### src/rtl/vc_dest_arbiter_pkg.sv
// Shared definitions for the VC-to-destination scheduler.
//   - Default widths (DATA_W, DEST_BIT, WEIGHT_W)
//   - FSM state codes
//   - VC index constants
package vc_dest_arbiter_pkg;

  localparam int DATA_W   = 6;
  localparam int DEST_BIT = 4;
  localparam int WEIGHT_W = 3;

  localparam int VC0 = 0;
  localparam int VC1 = 1;

  typedef enum logic [2:0] {
    ST_RESET  = 3'b000,
    ST_INIT   = 3'b001,
    ST_IDLE   = 3'b010,
    ST_ACTIVE = 3'b011
  } state_t;

endpackage

### src/rtl/vc_dest_arbiter_wrr_grant.sv
// Weighted round-robin grant between two virtual channels.
// Ports:
//   clk, reset      - clock, synchronous active-high reset
//   i_en            - grants allowed this cycle
//   i_elig[1:0]     - per-VC eligibility (non-empty and destination not almost full)
//   i_weight_vc0/1  - consecutive grants allowed per VC (already forced >= 1)
//   o_grant[1:0]    - one-hot grant (all zero when nothing granted)
// Holds the grant counter and the last-grant pointer internally.
module vc_dest_arbiter_wrr_grant
  import vc_dest_arbiter_pkg::*;
#(
  parameter int WEIGHT_W = vc_dest_arbiter_pkg::WEIGHT_W
) (
  input  logic                clk,
  input  logic                reset,
  input  logic                i_en,
  input  logic [1:0]          i_elig,
  input  logic [WEIGHT_W-1:0] i_weight_vc0,
  input  logic [WEIGHT_W-1:0] i_weight_vc1,
  output logic [1:0]          o_grant
);

  logic                r_cur_vc;
  logic [WEIGHT_W-1:0] r_cnt;

  logic                w_cur_elig;
  logic                w_oth_elig;
  logic [WEIGHT_W-1:0] w_weight;
  logic [1:0]          w_grant;
  logic                w_cur_nxt;
  logic [WEIGHT_W-1:0] w_cnt_nxt;

  assign w_cur_elig = i_elig[r_cur_vc];
  assign w_oth_elig = i_elig[~r_cur_vc];
  assign w_weight   = r_cur_vc ? i_weight_vc1 : i_weight_vc0;

  // Priority: stay on current VC within quota, else switch, else stay
  // with a fresh quota when the other VC cannot take the slot.
  always_comb begin
    w_grant   = '0;
    w_cur_nxt = r_cur_vc;
    w_cnt_nxt = r_cnt;
    if (w_cur_elig && (r_cnt < w_weight)) begin
      w_grant[r_cur_vc] = 1'b1;
      w_cnt_nxt         = (&r_cnt) ? r_cnt : r_cnt + WEIGHT_W'(1);
    end else if (w_oth_elig) begin
      w_grant[~r_cur_vc] = 1'b1;
      w_cur_nxt          = ~r_cur_vc;
      w_cnt_nxt          = WEIGHT_W'(1);
    end else if (w_cur_elig) begin
      w_grant[r_cur_vc] = 1'b1;
      w_cnt_nxt         = WEIGHT_W'(1);
    end
  end

  assign o_grant = i_en ? w_grant : 2'b00;

  always_ff @(posedge clk) begin
    if (reset) begin
      r_cnt    <= '0;
      r_cur_vc <= 1'(VC0);
    end else if (i_en && (|w_grant)) begin
      r_cnt    <= w_cnt_nxt;
      r_cur_vc <= w_cur_nxt;
    end
  end

endmodule

### src/rtl/vc_dest_arbiter.sv
// Scheduler moving words from two VC FIFOs into two destination FIFOs.
// Ports:
//   clk, reset                  - clock, synchronous active-high reset
//   init                        - level; holds the block in INIT, latching weights
//   cfg_weight_VC0/VC1          - per-VC weights (0 treated as 1)
//   data_in_VC0/VC1, empty_VCx  - show-ahead heads of the VC FIFOs
//   almost_full_D0/D1           - destination backpressure
//   pop_VC0/VC1                 - combinational pops (same cycle as grant)
//   push_D0/D1, data_out        - registered push one cycle after the pop
//   state, idle                 - FSM state code and registered IDLE flag
module vc_dest_arbiter
  import vc_dest_arbiter_pkg::*;
#(
  parameter int DATA_W   = vc_dest_arbiter_pkg::DATA_W,
  parameter int DEST_BIT = vc_dest_arbiter_pkg::DEST_BIT,
  parameter int WEIGHT_W = vc_dest_arbiter_pkg::WEIGHT_W
) (
  input  logic                clk,
  input  logic                reset,
  input  logic                init,
  input  logic [WEIGHT_W-1:0] cfg_weight_VC0,
  input  logic [WEIGHT_W-1:0] cfg_weight_VC1,
  input  logic [DATA_W-1:0]   data_in_VC0,
  input  logic [DATA_W-1:0]   data_in_VC1,
  input  logic                empty_VC0,
  input  logic                empty_VC1,
  input  logic                almost_full_D0,
  input  logic                almost_full_D1,
  output logic                pop_VC0,
  output logic                pop_VC1,
  output logic                push_D0,
  output logic                push_D1,
  output logic [DATA_W-1:0]   data_out,
  output logic [2:0]          state,
  output logic                idle
);

  function automatic logic [WEIGHT_W-1:0] fix_weight(input logic [WEIGHT_W-1:0] w);
    fix_weight = (w == '0) ? WEIGHT_W'(1) : w;
  endfunction

  state_t              r_state;
  logic [WEIGHT_W-1:0] r_weight_vc0;
  logic [WEIGHT_W-1:0] r_weight_vc1;
  logic                r_push_d0;
  logic                r_push_d1;
  logic [DATA_W-1:0]   r_data_out;
  logic                r_idle;

  state_t              w_state_nxt;
  logic                w_af_vc0;
  logic                w_af_vc1;
  logic [1:0]          w_elig;
  logic                w_grant_en;
  logic [1:0]          w_grant;
  logic [DATA_W-1:0]   w_sel_data;
  logic                w_sel_dest;

  // Backpressure is judged on the head word's own destination only.
  assign w_af_vc0 = data_in_VC0[DEST_BIT] ? almost_full_D1 : almost_full_D0;
  assign w_af_vc1 = data_in_VC1[DEST_BIT] ? almost_full_D1 : almost_full_D0;
  assign w_elig   = {~empty_VC1 & ~w_af_vc1, ~empty_VC0 & ~w_af_vc0};

  // init in ACTIVE pre-empts the grant in the same cycle.
  assign w_grant_en = (r_state == ST_ACTIVE) && !init;

  vc_dest_arbiter_wrr_grant #(
    .WEIGHT_W(WEIGHT_W)
  ) u_wrr_grant (
    .clk         (clk),
    .reset       (reset),
    .i_en        (w_grant_en),
    .i_elig      (w_elig),
    .i_weight_vc0(r_weight_vc0),
    .i_weight_vc1(r_weight_vc1),
    .o_grant     (w_grant)
  );

  assign pop_VC0    = w_grant[VC0];
  assign pop_VC1    = w_grant[VC1];
  assign w_sel_data = w_grant[VC1] ? data_in_VC1 : data_in_VC0;
  assign w_sel_dest = w_sel_data[DEST_BIT];

  always_comb begin
    w_state_nxt = r_state;
    unique case (r_state)
      ST_RESET:  w_state_nxt = ST_INIT;
      ST_INIT:   w_state_nxt = init ? ST_INIT : ST_IDLE;
      ST_IDLE: begin
        if (init)           w_state_nxt = ST_INIT;
        else if (|w_elig)   w_state_nxt = ST_ACTIVE;
      end
      ST_ACTIVE: begin
        if (init)                       w_state_nxt = ST_INIT;
        else if (empty_VC0 && empty_VC1) w_state_nxt = ST_IDLE;
      end
      default:   w_state_nxt = ST_RESET;
    endcase
  end

  always_ff @(posedge clk) begin
    if (reset) begin
      r_state      <= ST_RESET;
      r_weight_vc0 <= '0;
      r_weight_vc1 <= '0;
      r_push_d0    <= 1'b0;
      r_push_d1    <= 1'b0;
      r_data_out   <= '0;
      r_idle       <= 1'b0;
    end else begin
      r_state   <= w_state_nxt;
      r_idle    <= (w_state_nxt == ST_IDLE);
      if (r_state == ST_INIT) begin
        r_weight_vc0 <= fix_weight(cfg_weight_VC0);
        r_weight_vc1 <= fix_weight(cfg_weight_VC1);
      end
      // Output stage: word popped this cycle is pushed at this edge.
      r_push_d0 <= (|w_grant) && !w_sel_dest;
      r_push_d1 <= (|w_grant) && w_sel_dest;
      if (|w_grant) r_data_out <= w_sel_data;
    end
  end

  assign push_D0  = r_push_d0;
  assign push_D1  = r_push_d1;
  assign data_out = r_data_out;
  assign state    = r_state;
  assign idle     = r_idle;

endmodule

### config.mk
export PLATFORM = sky130hd
export DESIGN_NAME = vc_dest_arbiter
export DESIGN_NICKNAME = d
export VERILOG_FILES = /design/src/rtl/vc_dest_arbiter_pkg.sv /design/src/rtl/vc_dest_arbiter_wrr_grant.sv /design/src/rtl/vc_dest_arbiter.sv
export SDC_FILE = /design/constraint.sdc
export NUM_CORES = 1
export LEC_CHECK = 0
export ABC_AREA = 1
export ABC_CLOCK_PERIOD_IN_PS = 2650
export BUFFER_PORTS_ARGS = -buffer_cell sky130_fd_sc_hd__buf_2
export CAP_MARGIN = 20
export CORE_MARGIN = 3
export CORE_UTILIZATION = 45
export CTS_BUF_LIST = sky130_fd_sc_hd__clkbuf_4
export CTS_CLUSTER_SIZE = 30
export DETAILED_ROUTE_END_ITERATION = 16
export PLACE_DENSITY = 0.79
export SLEW_MARGIN = 0
export SYNTH_ARGS = -nofsm -noshare
export SYNTH_HDL_FRONTEND = slang
export SYNTH_HIERARCHICAL = 1
export SYNTH_SLANG_ARGS = --single-unit
### constraint.sdc
create_clock -name clk -period 2.65 [get_ports clk]
set_input_delay 0.3975 -clock clk [delete_from_list [all_inputs] [get_ports clk]]
set_output_delay 0.3975 -clock clk [all_outputs]
set_load 0.03 [all_outputs]
======== Word level (Yosys, flattened, before mapping) ========
Index checks and enable logic that the tools add are counted.
word-level totals
  register bits ........................... 22
  input port bits ......................... 25
  output and inout port bits .............. 14
  word-level logic and storage cells ...... 76
cells by class
  add/sub/neg operators ................... 1
  order comparisons ....................... 5
  eq/ne operators ......................... 5
  multiplexer cells ....................... 28
  bitwise operators ....................... 8
  reductions and logical operators ........ 20
operators by type and width
  cell                 count
  $mux 3               11
  $pmux 3 s4           1
  $mux 2               5
  $eq 3x2->1 const B   3
  $logic_not 3->1      3
  $reduce_and 3->1     3
  $logic_and 1x1->1    8
  $mux 1               8
  $mux 6               1
  $not 1->1            6
  $reduce_or 2->1      3
  $lt 1x2->1 const B   2
  $add 3x1->3 const B  1
  $eq 3x1->1 const B   1
  $lt 3x3->1           1
  $reduce_bool 3->1    1
  $and 1x1->1          2
  $demux 1 s1          2
  $ge 1x1->1 const B   2
  $logic_not 1->1      2
  $ne 2x2->1 const B   1

======== Depth between registers and ports, before layout ========
Gate-level depths: netlist of run 1.
  depth in word-level cells ............... 12
  depth in mapped cells ................... 17
  gate-level depth less buffers ........... 16

======== Hierarchy ========
The synthesis of run 1 kept the hierarchy.
modules (own cells, without submodules)
  module                     instances  cells each  area each (µm²)  seq. area each (µm²)
  vc_dest_arbiter            1          114         797.0            360.3
  vc_dest_arbiter_wrr_grant  1          69          459.2            80.1

======== Worst setup path before layout of run 1 ========
Ideal clock, no wire load.
  path type ............................... register to register
  from .................................... reg u_wrr_grant.r_cur_vc
  to ...................................... reg r_data_out[0] (netlist: data_out[0])
  library setup time ...................... 109 ps
  arrival ................................. 2355 ps
  required time ........................... 2541 ps
  path slack .............................. 186 ps
  stages on the path, launching flop included .. 17
  buffers on the path ..................... 2
  clock period less this slack ............ 2464 ps
  path through ............................ dfxtp_1 buf_6 mux2i_1 ha_1 nand2_1 nand2_1 a21oi_4 nand2_2 inv_2 a21oi_1 nor2_1 buf_6 nor2_4 a22oi_1 nand2_1 nand2_1 inv_1
between the ends
  cells in the longest elaborated chain, start to end .. 9
  elaborated cells between the ends (all ways) .. 24
  classes of those cells .................. 5 x order compare; 14 x mux; 1 x bitwise; 4 x reduce/logical
RTL lines
  what                                                                   RTL line                                                                                           source
  start, declared                                                        vc_dest_arbiter_wrr_grant.sv:23                                                                    logic r_cur_vc;
  start signal, assigned                                                 vc_dest_arbiter_wrr_grant.sv:61                                                                    r_cur_vc <= 1'(VC0);
  start signal, assigned                                                 vc_dest_arbiter_wrr_grant.sv:64                                                                    r_cur_vc <= w_cur_nxt;
  $lt 1x2->1 (not written as such), or another cell as far along         vc_dest_arbiter_wrr_grant.sv:44, vc_dest_arbiter_wrr_grant.sv:51
  $logic_and 1x1->1 (not written as such), or another cell as far along  vc_dest_arbiter_wrr_grant.sv:44, vc_dest_arbiter_wrr_grant.sv:51
  $mux 1 (not written as such) or $logic_and 1x1->1 (tied branches)      vc_dest_arbiter_wrr_grant.sv:44, vc_dest_arbiter_wrr_grant.sv:51, vc_dest_arbiter_wrr_grant.sv:47
  $demux 1 s1 or $mux 1 (tied branches)                                  --
  $mux 2 or $demux 1 s1 (tied branches)                                  --
  $mux 2                                                                 vc_dest_arbiter_wrr_grant.sv:46                                                                    end else if (w_oth_elig) begin
  $mux 2 *                                                               vc_dest_arbiter_wrr_grant.sv:43                                                                    if (w_cur_elig && (r_cnt < w_weight)) begin
  $mux 2 *                                                               vc_dest_arbiter_wrr_grant.sv:56                                                                    assign o_grant = i_en ? w_grant : 2'b00;
  net pop_VC1                                                            vc_dest_arbiter.sv:30                                                                              output logic pop_VC1,
  $mux 6 or $reduce_or 2->1 (tied branches)                              vc_dest_arbiter.sv:81, vc_dest_arbiter.sv:120
  end signal, assigned                                                   vc_dest_arbiter.sv:120                                                                             if (|w_grant) r_data_out <= w_sel_data;
  end, declared                                                          vc_dest_arbiter.sv:47                                                                              logic [DATA_W-1:0] r_data_out;
Mark *: on every way through the listed nets, which the timed path passes. The rest lies on a longest branch. The select of a mux whose other input is x is not followed.
A chain may end at the register's enable or synchronous reset.

======== Worst setup path in the final report of run 1 ========
  from .................................... reg u_wrr_grant.r_cur_vc
  to ...................................... out pop_VC1
between the ends
  cells in the longest elaborated chain, start to end .. 8
  elaborated cells between the ends (all ways) .. 22
  classes of those cells .................. 5 x order compare; 13 x mux; 1 x bitwise; 3 x reduce/logical
RTL lines
  what                                                                   RTL line
  $lt 1x2->1 (not written as such), or another cell as far along         vc_dest_arbiter_wrr_grant.sv:44, vc_dest_arbiter_wrr_grant.sv:51
  $logic_and 1x1->1 (not written as such), or another cell as far along  vc_dest_arbiter_wrr_grant.sv:44, vc_dest_arbiter_wrr_grant.sv:51
  $mux 1 (not written as such) or $logic_and 1x1->1 (tied branches)      vc_dest_arbiter_wrr_grant.sv:44, vc_dest_arbiter_wrr_grant.sv:51, vc_dest_arbiter_wrr_grant.sv:47
  $demux 1 s1 or $mux 1 (tied branches)                                  --
  $mux 2 or $demux 1 s1 (tied branches)                                  --
  $mux 2                                                                 vc_dest_arbiter_wrr_grant.sv:46
  $mux 2 *                                                               vc_dest_arbiter_wrr_grant.sv:43
  $mux 2 *                                                               vc_dest_arbiter_wrr_grant.sv:56
  end, declared                                                          vc_dest_arbiter.sv:30
Every way passes the cells marked *; elsewhere a longest branch is shown, timed or not. The select of a mux whose other input is x is not followed.

==> impl_metrics.ini, run 1 <==
[layout]
fin_nets = 257
multi_input_area_sq_um = 659.4
area_delta_synth_final_pct = 22.71
nFillCells = 256
fin_area_sq_um = 1541
drive_gt1_share_pct = 31.72
finalNonFillerCells = 257
seq_area_sq_um = 441.7
num_antenna_cells = 0

[power]
power.density_nw_per_um2 = 379.3
leakage_nw = 0.8217
p_seq_share_pct = 58.6
switchingPower_uw = 158.6
switching_share_pct = 27.13
ir_worst_vdd_mv = 0.3383
internal_power_uw = 426.1
power_uw = 584.7
pwr-share-clk_pct = 27.0
p_comb_share_pct = 14.4

[sta]
period_minus_slack_ns = 2.543
fmax_ghz = 0.3932
fin_crit_sh_pct = 95.97
worst_pin_slew_ns = 0.5950
slew_headroom_pct = 60.03
setup_slack_ns = 0.1069
drv_slew = 0
hold_ws_ns = 0.3326
setup_viol = 0
hold_viol_final = 0
clock_skew_ns = 0.002282

[route]
topRoutingLayerUsed = met4
num_vias = 1230
dr.first_iter.drc_count = 36
wl_met2_microns = 1301
vias_per_cell = 4.786
route.met3.wl_microns = 188
routedWlPerCell_microns = 10.63
dr.pass1.iters = 4
drt-met1-wl_microns = 1193
drc = 0
drt_wl_total_microns = 2733
drt.antenna.violating_nets = 0

[critical_path]
startpoint_type = flop
end_kind = output pin
critPathMaxFanout = 6
crit_required_ns = 2.25
cp.arrival_ns = 2.15
critPathKind = reg2out

[yosys]
synth-seq-area-share_pct = 35.06
yosys_warnings = 6
synth_largest_area_cell = dfxtp_1
syn_area_per_cell_sq_um = 6.865
synth_edf_count = 0
syn_nets = 212
synthArstFlopShare_pct = 0
ys.flop_type = dfxtp_1
synth_seq_cells = 22
yosysMostFrequentCell = nand2_1
syn-instance-count = 183
synth_area_leaders = dfxtp_1 35%, nand2_1 14%, inv_1 7.5%
synth_top_area_share_pct = 35.06
ys_types = 27
netlist_area_sq_um = 1256
synthTopCellsByCount = 48 x nand2_1, 25 x inv_1, 22 x dfxtp_1

[clock_network]
hold_buffers = 0
insertion_delay_ns = 0.31
cts_tree = yes
root_buffer = clkbuf_4
clockBufferDepth = 2
clock-sinks = 22
cts_made_buffers = 3
h-tree-depth = 1
clk_pin_slew_ns = 0.12

[global_route]
grt_max_degree = 13
grt_pass1_vias = 1079
track_usage_pct = 16.97
grt_overflow = 0
antenna_found_initial = 0
grt_pass1_wl_microns = 4464

[run_status]
status = complete, no violations

[floorplanning]
start_util_pct = 48.93
ios = 39
die_h_microns = 58.84
rows = 18
die-area_sq_um = 3462
fp.coreArea_sq_um = 2567
die_x_microns = 58.84

[place]
dpl_cell_area_sq_um = 1471
place_ws_ns = 0.3215
portBuffers = 38
hpwlAfterDp_microns = 2156
place_inst = 250
gp_congestion = 0.9026

[flow_run]
cap_viol_max_count = 0

[hold_path]
hp-class = in2reg
==> kinds of logic (layout without fill, tap and decap cells) <==
group	after synthesis	count (layout)	synth area share, %
buffers and inverters	37	81	13.05
adders and majority gates	4	4	3.984
muxes	2	2	1.594
AOI/OAI and AO/OA	20	20	10.06
and+or+nand+nor	97	97	35.96
other	1	1	0.2985
DFF	22	22	35.06
==> final timing paths <==
kind              cells after the start  slack, ns                               from                           end
setup / recovery                     12       0.11  u_wrr_grant/r_cur_vc$_SDFFE_PP0P_                       pop_VC1
hold / removal                        3       0.33                  cfg_weight_VC1[2]  r_weight_vc1[2]$_SDFFE_PP0N_
setup reg to reg                     17       0.35  u_wrr_grant/r_cur_vc$_SDFFE_PP0P_      data_out[5]$_SDFFE_PP0P_
hold reg to reg                       2       0.48       r_weight_vc0[0]$_SDFFE_PP0N_  r_weight_vc0[0]$_SDFFE_PP0N_
==> layout by cell type (no fill, tap or decap), drive strengths merged <==
cell    count
a22oi       3
inv        32
nor3        5
nor2       24
nand3      11
mux2i       2
buf        43
nand4       2
dfxtp      22
o21ai      10
conb        1
clkinv      3
clkbuf      3
a21oi       7
ha          4
nand2      55
==> critical path, stage by stage (launching register included) <==
cell     delay, ns
dfxtp_2       0.38
mux2i_1       0.20
ha_1          0.26
nand2_1       0.07
nand2_1       0.08
a21oi_4       0.16
nand2_2       0.10
inv_2         0.08
nand2_2       0.07
nand2_1       0.08
nor2_1        0.06
buf_6         0.13
buf_4         0.16
==> stage by stage <==
stage | TNS (ns) | utilization (%)
floorplan | 0 | -
global placement | 0 | 57.31
detailed placement | 0 | 57.31
CTS | -0.007196 | 58.82
global route | -0.03406 | 60.04
finish | 0 | 60.04
==> sequential cells by signal (all words and copies together) (netlist names) <==
register and cells:
r_weight_vc0 3, push_D1 1, data_out 6, idle 1, state 3, u_wrr_grant/r_cur_vc 1
u_wrr_grant/r_cnt 3, r_weight_vc1 3, push_D0 1
==> power groups by stage <==
stage	Clock, mW	Sequential [mW]	Combinational [mW]
3_5_place_dp	0	0.350	0.0834
4_1_cts	0.166	0.343	0.0845
2_1_floorplan	0	0.354	0.0482
3_3_place_gp	0	0.350	0.0819
6_report	0.158	0.342	0.0844
5_1_grt	0.176	0.344	0.0952
==> area by class of cell <==
cell class | instances | area share (%)
inverters | 34 | 8.847
clock inverters | 1 | 0.2435
multi-input cells | 124 | 42.78
repair buffers | 43 | 15.58
clock buffers | 3 | 1.461
flip-flops and latches | 22 | 28.65
well taps | 30 | 2.435
==> repair_timing <==
| action | CTS | global route |
|---|---|---|
| pin swaps | 0 | 0 |
| setup buffers | 0 | 3 |
| gates resized for setup | 3 | 3 |
| setup endpoints to repair | 2 | 2 |
==> routing by layer <==
metal | up-vias | track usage, %
li1 | 652 | -
met5 | - | 0
met4 | 0 | 6.796
met2 | 36 | 28.55
met3 | 5 | 4.825
met1 | 537 | 20.22
Note: power is estimated with default switching activity, not from simulation.
==> inputs of run 2 (changes only) <==
--- a/config.mk
+++ b/config.mk
@@ -15,6 +15,7 @@
 export CTS_CLUSTER_SIZE = 30
 export DETAILED_ROUTE_END_ITERATION = 16
 export PLACE_DENSITY = 0.79
+export RECOVER_POWER = 100
 export SLEW_MARGIN = 0
 export SYNTH_ARGS = -nofsm -noshare
 export SYNTH_HDL_FRONTEND = slang
==> run 2 against run 1 <==
Against the previous run:
- design area is 2.1% lower
- global-route usage is the same
- routed wire length grew 0.37%
- register-to-register slack got worse by 0.10 ns
- sequential cell count is the same
- fmax barely moved
- largest cell class unchanged
- total power shrank 0.73%
- sequential share of layout area grew 0.62 points
- cell count is the same
- non-clock buffer count unchanged
- hold slack improved by 0.00079 ns
==> impl_metrics.ini, run 2 (same netlist as run 1, synthesis figures left out) <==
[run_status]
status = complete, no violations

[place]
place_ws_ns = 0.3215
portBuffers = 38
dpl_cell_area_sq_um = 1471
hpwlAfterDp_microns = 2156
gp_congestion = 0.9026

[critical_path]
r2r_cells = 16
critPathKind = reg2out
end_kind = output pin
crit_required_ns = 2.25
startpoint_type = flop
reg2reg_slack_ns = 0.25
critPathMaxFanout = 6
r2r_end = data_out[2]$_SDFFE_PP0P_
cp.arrival_ns = 2.15
rr_startpoint = u_wrr_grant/r_cur_vc$_SDFFE_PP0P_

[floorplanning]
ios = 39
die_h_microns = 58.84
start_util_pct = 48.93
fp.coreArea_sq_um = 2567
rows = 18
die_x_microns = 58.84
die-area_sq_um = 3462

[sta]
clock_skew_ns = 0.003600
period_minus_slack_ns = 2.544
fin_crit_sh_pct = 96.00
slew_headroom_pct = 65.04
setup_slack_ns = 0.1061
setup_viol = 0
worst_pin_slew_ns = 0.5204
drv_slew = 0
fmax_ghz = 0.3931
hold_viol_final = 0
tns_ns = 0

[layout]
area_delta_synth_final_pct = 20.12
final_common_cell = nand2_1
nFillCells = 271
drive_gt1_share_pct = 23.35
fin_area_sq_um = 1509
num_antenna_cells = 0
utilization_pct = 58.77
largest_register_ffs = 6
fin_nets = 257
final_cell_mix = 49 x nand2_1, 26 x inv_1, 24 x buf_2

[power]
p_comb_share_pct = 14.1
leakage_nw = 0.7575
power_uw = 580.4
switching_share_pct = 26.85
power.density_nw_per_um2 = 384.6
ir_worst_vdd_mv = 0.3320
internal_power_uw = 424.6
pwr-share-clk_pct = 27.0
p_seq_share_pct = 58.9
switchingPower_uw = 155.8

[clock_network]
clk_pin_slew_ns = 0.12
clockBufferDepth = 2
clock-sinks = 22
h-tree-depth = 1
insertion_delay_ns = 0.31
root_buffer = clkbuf_4
cts_tree = yes
cts_made_buffers = 3

[hold_path]
min_from = cfg_weight_VC1[2]
holdPathEnd = r_weight_vc1[2]$_SDFFE_PP0N_
hp-class = in2reg
whs_path_depth = 3

[route]
num_vias = 1232
dr.pass1.iters = 4
routedWlPerCell_microns = 10.67
dr.first_iter.drc_count = 36
vias_per_cell = 4.794
drt.antenna.violating_nets = 0
drt_wl_total_microns = 2743
drc = 0

[global_route]
grt_overflow = 0
antenna_found_initial = 0
grt_max_degree = 13
track_usage_pct = 16.97
grt_pass1_vias = 1079
grt_pass1_wl_microns = 4464

[flow_run]
cap_viol_max_count = 0
==> run 2: cell types whose count changed in the layout (fill, tap and decap cells not counted), sizes merged <==
cell	before	now
buf	43	30
clkbuf	3	16
clkinvlp	0	1
inv	32	31
==> run 2: how the worst max path moves through the flow <==
stage / slack, ns / from / cells past startpoint / end
5_1_grt: -0.03 / u_wrr_grant/r_cur_vc$_SDFFE_PP0P_ / 12 / pop_VC1
2_1_floorplan: 0.19 / u_wrr_grant/r_cur_vc$_SDFFE_PP0P_ / 16 / data_out[0]$_SDFFE_PP0P_
3_3_place_gp: 0.41 / u_wrr_grant/r_cur_vc$_SDFFE_PP0P_ / 10 / pop_VC0
3_5_place_dp: 0.32 / u_wrr_grant/r_cur_vc$_SDFFE_PP0P_ / 10 / pop_VC0
4_1_cts: -0.007 / u_wrr_grant/r_cur_vc$_SDFFE_PP0P_ / 12 / pop_VC1
6_report: 0.11 / u_wrr_grant/r_cur_vc$_SDFFE_PP0P_ / 12 / pop_VC1
==> run 2: cell type report <==
cell class / instances / area, sq um / area share [%]
Clock buffer: 3 / 22.52 / 1.493
Sequential cell: 22 / 441.7 / 29.27
Tap cell: 30 / 37.54 / 2.488
Timing Repair Buffer: 43 / 221.5 / 14.68
Clock inverter: 1 / 3.754 / 0.2488
Multi-Input combinational cell: 124 / 645.6 / 42.79
Inverter: 34 / 136.4 / 9.038
==> run 2: repair_timing <==
action / 4_1_cts / 5_1_grt
resized for setup: 3 / 3
hold buffers: 0 / 0
buffers inserted: 0 / 3
endpoints found under the setup margin: 2 / 2
cloned: 0 / 0
==> run 2: per-stage QoR <==
stage | hold WS [ns] | instances
floorplan | 0.4453 | 183
global placement | 0.4525 | 250
detailed placement | 0.4599 | 250
CTS | 0.3221 | 254
global route | 0.3357 | 257
finish | 0.3334 | 257
==> run 2: power by group through the flow <==
stage | logic (mW) | registers [mW] | clock network (mW)
after floorplan | 0.0482 | 0.354 | 0
after global placement | 0.0819 | 0.350 | 0
after detailed placement | 0.0834 | 0.350 | 0
after CTS | 0.0845 | 0.343 | 0.166
after global routing | 0.0928 | 0.343 | 0.176
final | 0.0819 | 0.342 | 0.156
==> run 2: worst max-delay path: stages, from the launching register on <==
cell     delay (ns)
dfxtp_2        0.37
mux2i_1        0.20
ha_1           0.26
nand2_1        0.07
nand2_1        0.08
a21oi_4        0.16
nand2_2        0.10
inv_2          0.08
nand2_2        0.07
nand2_1        0.08
nor2_1         0.07
buf_6          0.13
buf_4          0.16
==> run 2: routing by layer <==
| layer | up-vias | global-route usage [%] | part of all wire (%) |
|---|---|---|---|
| met2 | 36 | 28.55 | 47 |
| met5 | - | 0 | 0 |
| met3 | 7 | 4.825 | 7.3 |
| met1 | 536 | 20.22 | 43 |
| li1 | 653 | - | - |
| met4 | 0 | 6.796 | 2.0 |
==> inputs of run 3 (changes only) <==
--- a/config.mk
+++ b/config.mk
@@ -16,8 +16,10 @@
 export DETAILED_ROUTE_END_ITERATION = 16
 export PLACE_DENSITY = 0.79
 export RECOVER_POWER = 100
+export REMOVE_ABC_BUFFERS = 1
 export SLEW_MARGIN = 0
 export SYNTH_ARGS = -nofsm -noshare
 export SYNTH_HDL_FRONTEND = slang
 export SYNTH_HIERARCHICAL = 1
 export SYNTH_SLANG_ARGS = --single-unit
+export TNS_END_PERCENT = 30
==> run 3 against run 2 <==
Against the previous run:
- sequential power barely moved
- largest cell class unchanged
- routed wire length fell by 8.0%
- register-to-register slack hardly changed
- critical endpoint is now pop_VC0
- global-route usage down 1.2 points
- count of clock-buffer cells in the layout unchanged
==> impl_metrics.ini, run 3 (same netlist as run 1, synthesis figures left out) <==
[sta]
setup_viol = 0
worst_pin_slew_ns = 0.5111
hold_viol_final = 0
grt_setup_unrepaired = false
slew_headroom_pct = 65.80
drv_slew = 0
fmax_ghz = 0.4027
hold_ws_ns = 0.3490
fin_crit_sh_pct = 93.71
clock_skew_ns = 0.01527
period_minus_slack_ns = 2.483

[power]
switching_share_pct = 26.26
power.density_nw_per_um2 = 388.3
ir_worst_vdd_mv = 0.2513
internal_power_uw = 424.1
switchingPower_uw = 151.0
p_seq_share_pct = 59.4
pwr-share-clk_pct = 26.7
leakage_nw = 0.7537
power_uw = 575.2
p_comb_share_pct = 13.9

[floorplanning]
start_util_pct = 48.93
fp.coreArea_sq_um = 2567
ios = 39
die_h_microns = 58.84
rows = 18
die-area_sq_um = 3462
die_x_microns = 58.84

[layout]
area_delta_synth_final_pct = 17.93
num_antenna_cells = 0
nFillCells = 282
fin_nets = 256
largest_register_ffs = 6
utilization_pct = 57.70
drive_gt1_share_pct = 23.45
seq_area_sq_um = 441.7
final_common_cell = nand2_1
final_cell_mix = 49 x nand2_1, 26 x inv_1, 24 x buf_2
multi_input_area_sq_um = 628.1
fin_area_sq_um = 1481

[global_route]
track_usage_pct = 15.78
grt_pass1_wl_microns = 4360
grt_overflow = 0
grt_pass1_vias = 1052
antenna_found_initial = 0
grt_max_degree = 13

[clock_network]
clk_pin_slew_ns = 0.11
root_buffer = clkbuf_4
clock-sinks = 22
h-tree-depth = 1
cts_tree = yes
cts_made_buffers = 3
hold_buffers = 0
insertion_delay_ns = 0.31
clockBufferDepth = 2

[hold_path]
min_from = cfg_weight_VC0[2]
hp-class = in2reg

[route]
num_vias = 1186
routedWlPerCell_microns = 9.855
vias_per_cell = 4.633
dr.pass1.iters = 4
dr.first_iter.drc_count = 24
drt_wl_total_microns = 2523
drt.antenna.violating_nets = 0
drc = 0

[place]
gp_congestion = 0.8112
hpwlAfterDp_microns = 2024
dpl_cell_area_sq_um = 1479
portBuffers = 38

[flow_run]
cap_viol_max_count = 0

[critical_path]
cp.arrival_ns = 2.09
crit_chain = mux2i_1, ha_1, nand2_1, nand2_1, a21oi_4, nand2_2, inv_2, nand2_2, a21oi_2, buf_6
cp_top_family = compound AO/OA/AOI/OAI gates
rr_startpoint = u_wrr_grant/r_cur_vc$_SDFFE_PP0P_
cpMaxStageDelayCell = dfxtp_2
end_kind = output pin
slowest_delay_ns = 0.37
startpoint_type = flop
critPathMaxFanout = 4
critPathKind = reg2out
critPathLaunch = u_wrr_grant/r_cur_vc$_SDFFE_PP0P_
crit_required_ns = 2.25
critPathBufInv = 2

[run_status]
status = complete, no violations
run 3: layout make-up:
type,instances,share of cell area [%]
multi-input combinational,124,42.40
sequential,22,29.81
timing repair buffer,42,14.27
inverter,34,9.206
tap,30,2.534
clock buffer,3,1.520
clock inverter,1,0.2534
run 3: repair_timing:
item / 4_1_cts / 5_1_grt
resized for setup: 2 / 4
setup endpoints to repair: 2 / 2
buffers inserted: 0 / 1
pin swaps: 0 / 1
hold endpoints to repair: 0 / 0
run 3: power by group through the flow:
stage / logic [mW] / registers, mW / clock network, mW
4_1_cts: 0.0835 / 0.342 / 0.159
5_1_grt: 0.0919 / 0.343 / 0.174
6_report: 0.0798 / 0.342 / 0.154
3_3_place_gp: 0.0820 / 0.350 / 0
2_1_floorplan: 0.0462 / 0.354 / 0
3_5_place_dp: 0.0828 / 0.350 / 0
run 3: per-layer routing:
metal | share of wire [%] | vias to the layer above | GRT usage, %
met4 | 1.5 | 0 | 5.825
met2 | 44 | 36 | 26.03
met3 | 6.1 | 4 | 1.535
li1 | - | 654 | -
met1 | 49 | 492 | 21.23
met5 | 0 | - | 0
run 3: metrics by stage:
stage,setup slack [ns],instances,TNS [ns]
final,0.1667,256,0
after global routing,0.02279,256,0
after CTS,0.002644,255,0
after detailed placement,0.2717,251,0
after global placement,0.3500,251,0
after floorplan,-0.2186,180,-1.391
run 3: path summary, 6_finish.rpt:
kind,end,slack (ns),cells past startpoint
max,pop_VC0,0.17,10
min,r_weight_vc0[2]$_SDFFE_PP0N_,0.35,3
max reg2reg,data_out[1]$_SDFFE_PP0P_,0.26,16
min reg2reg,r_weight_vc1[0]$_SDFFE_PP0N_,0.47,2
run 3: worst min-delay path, stage by stage:
cell	delay [ns]
buf_2	0.09
o21ai_1	0.06
nor2_1	0.07
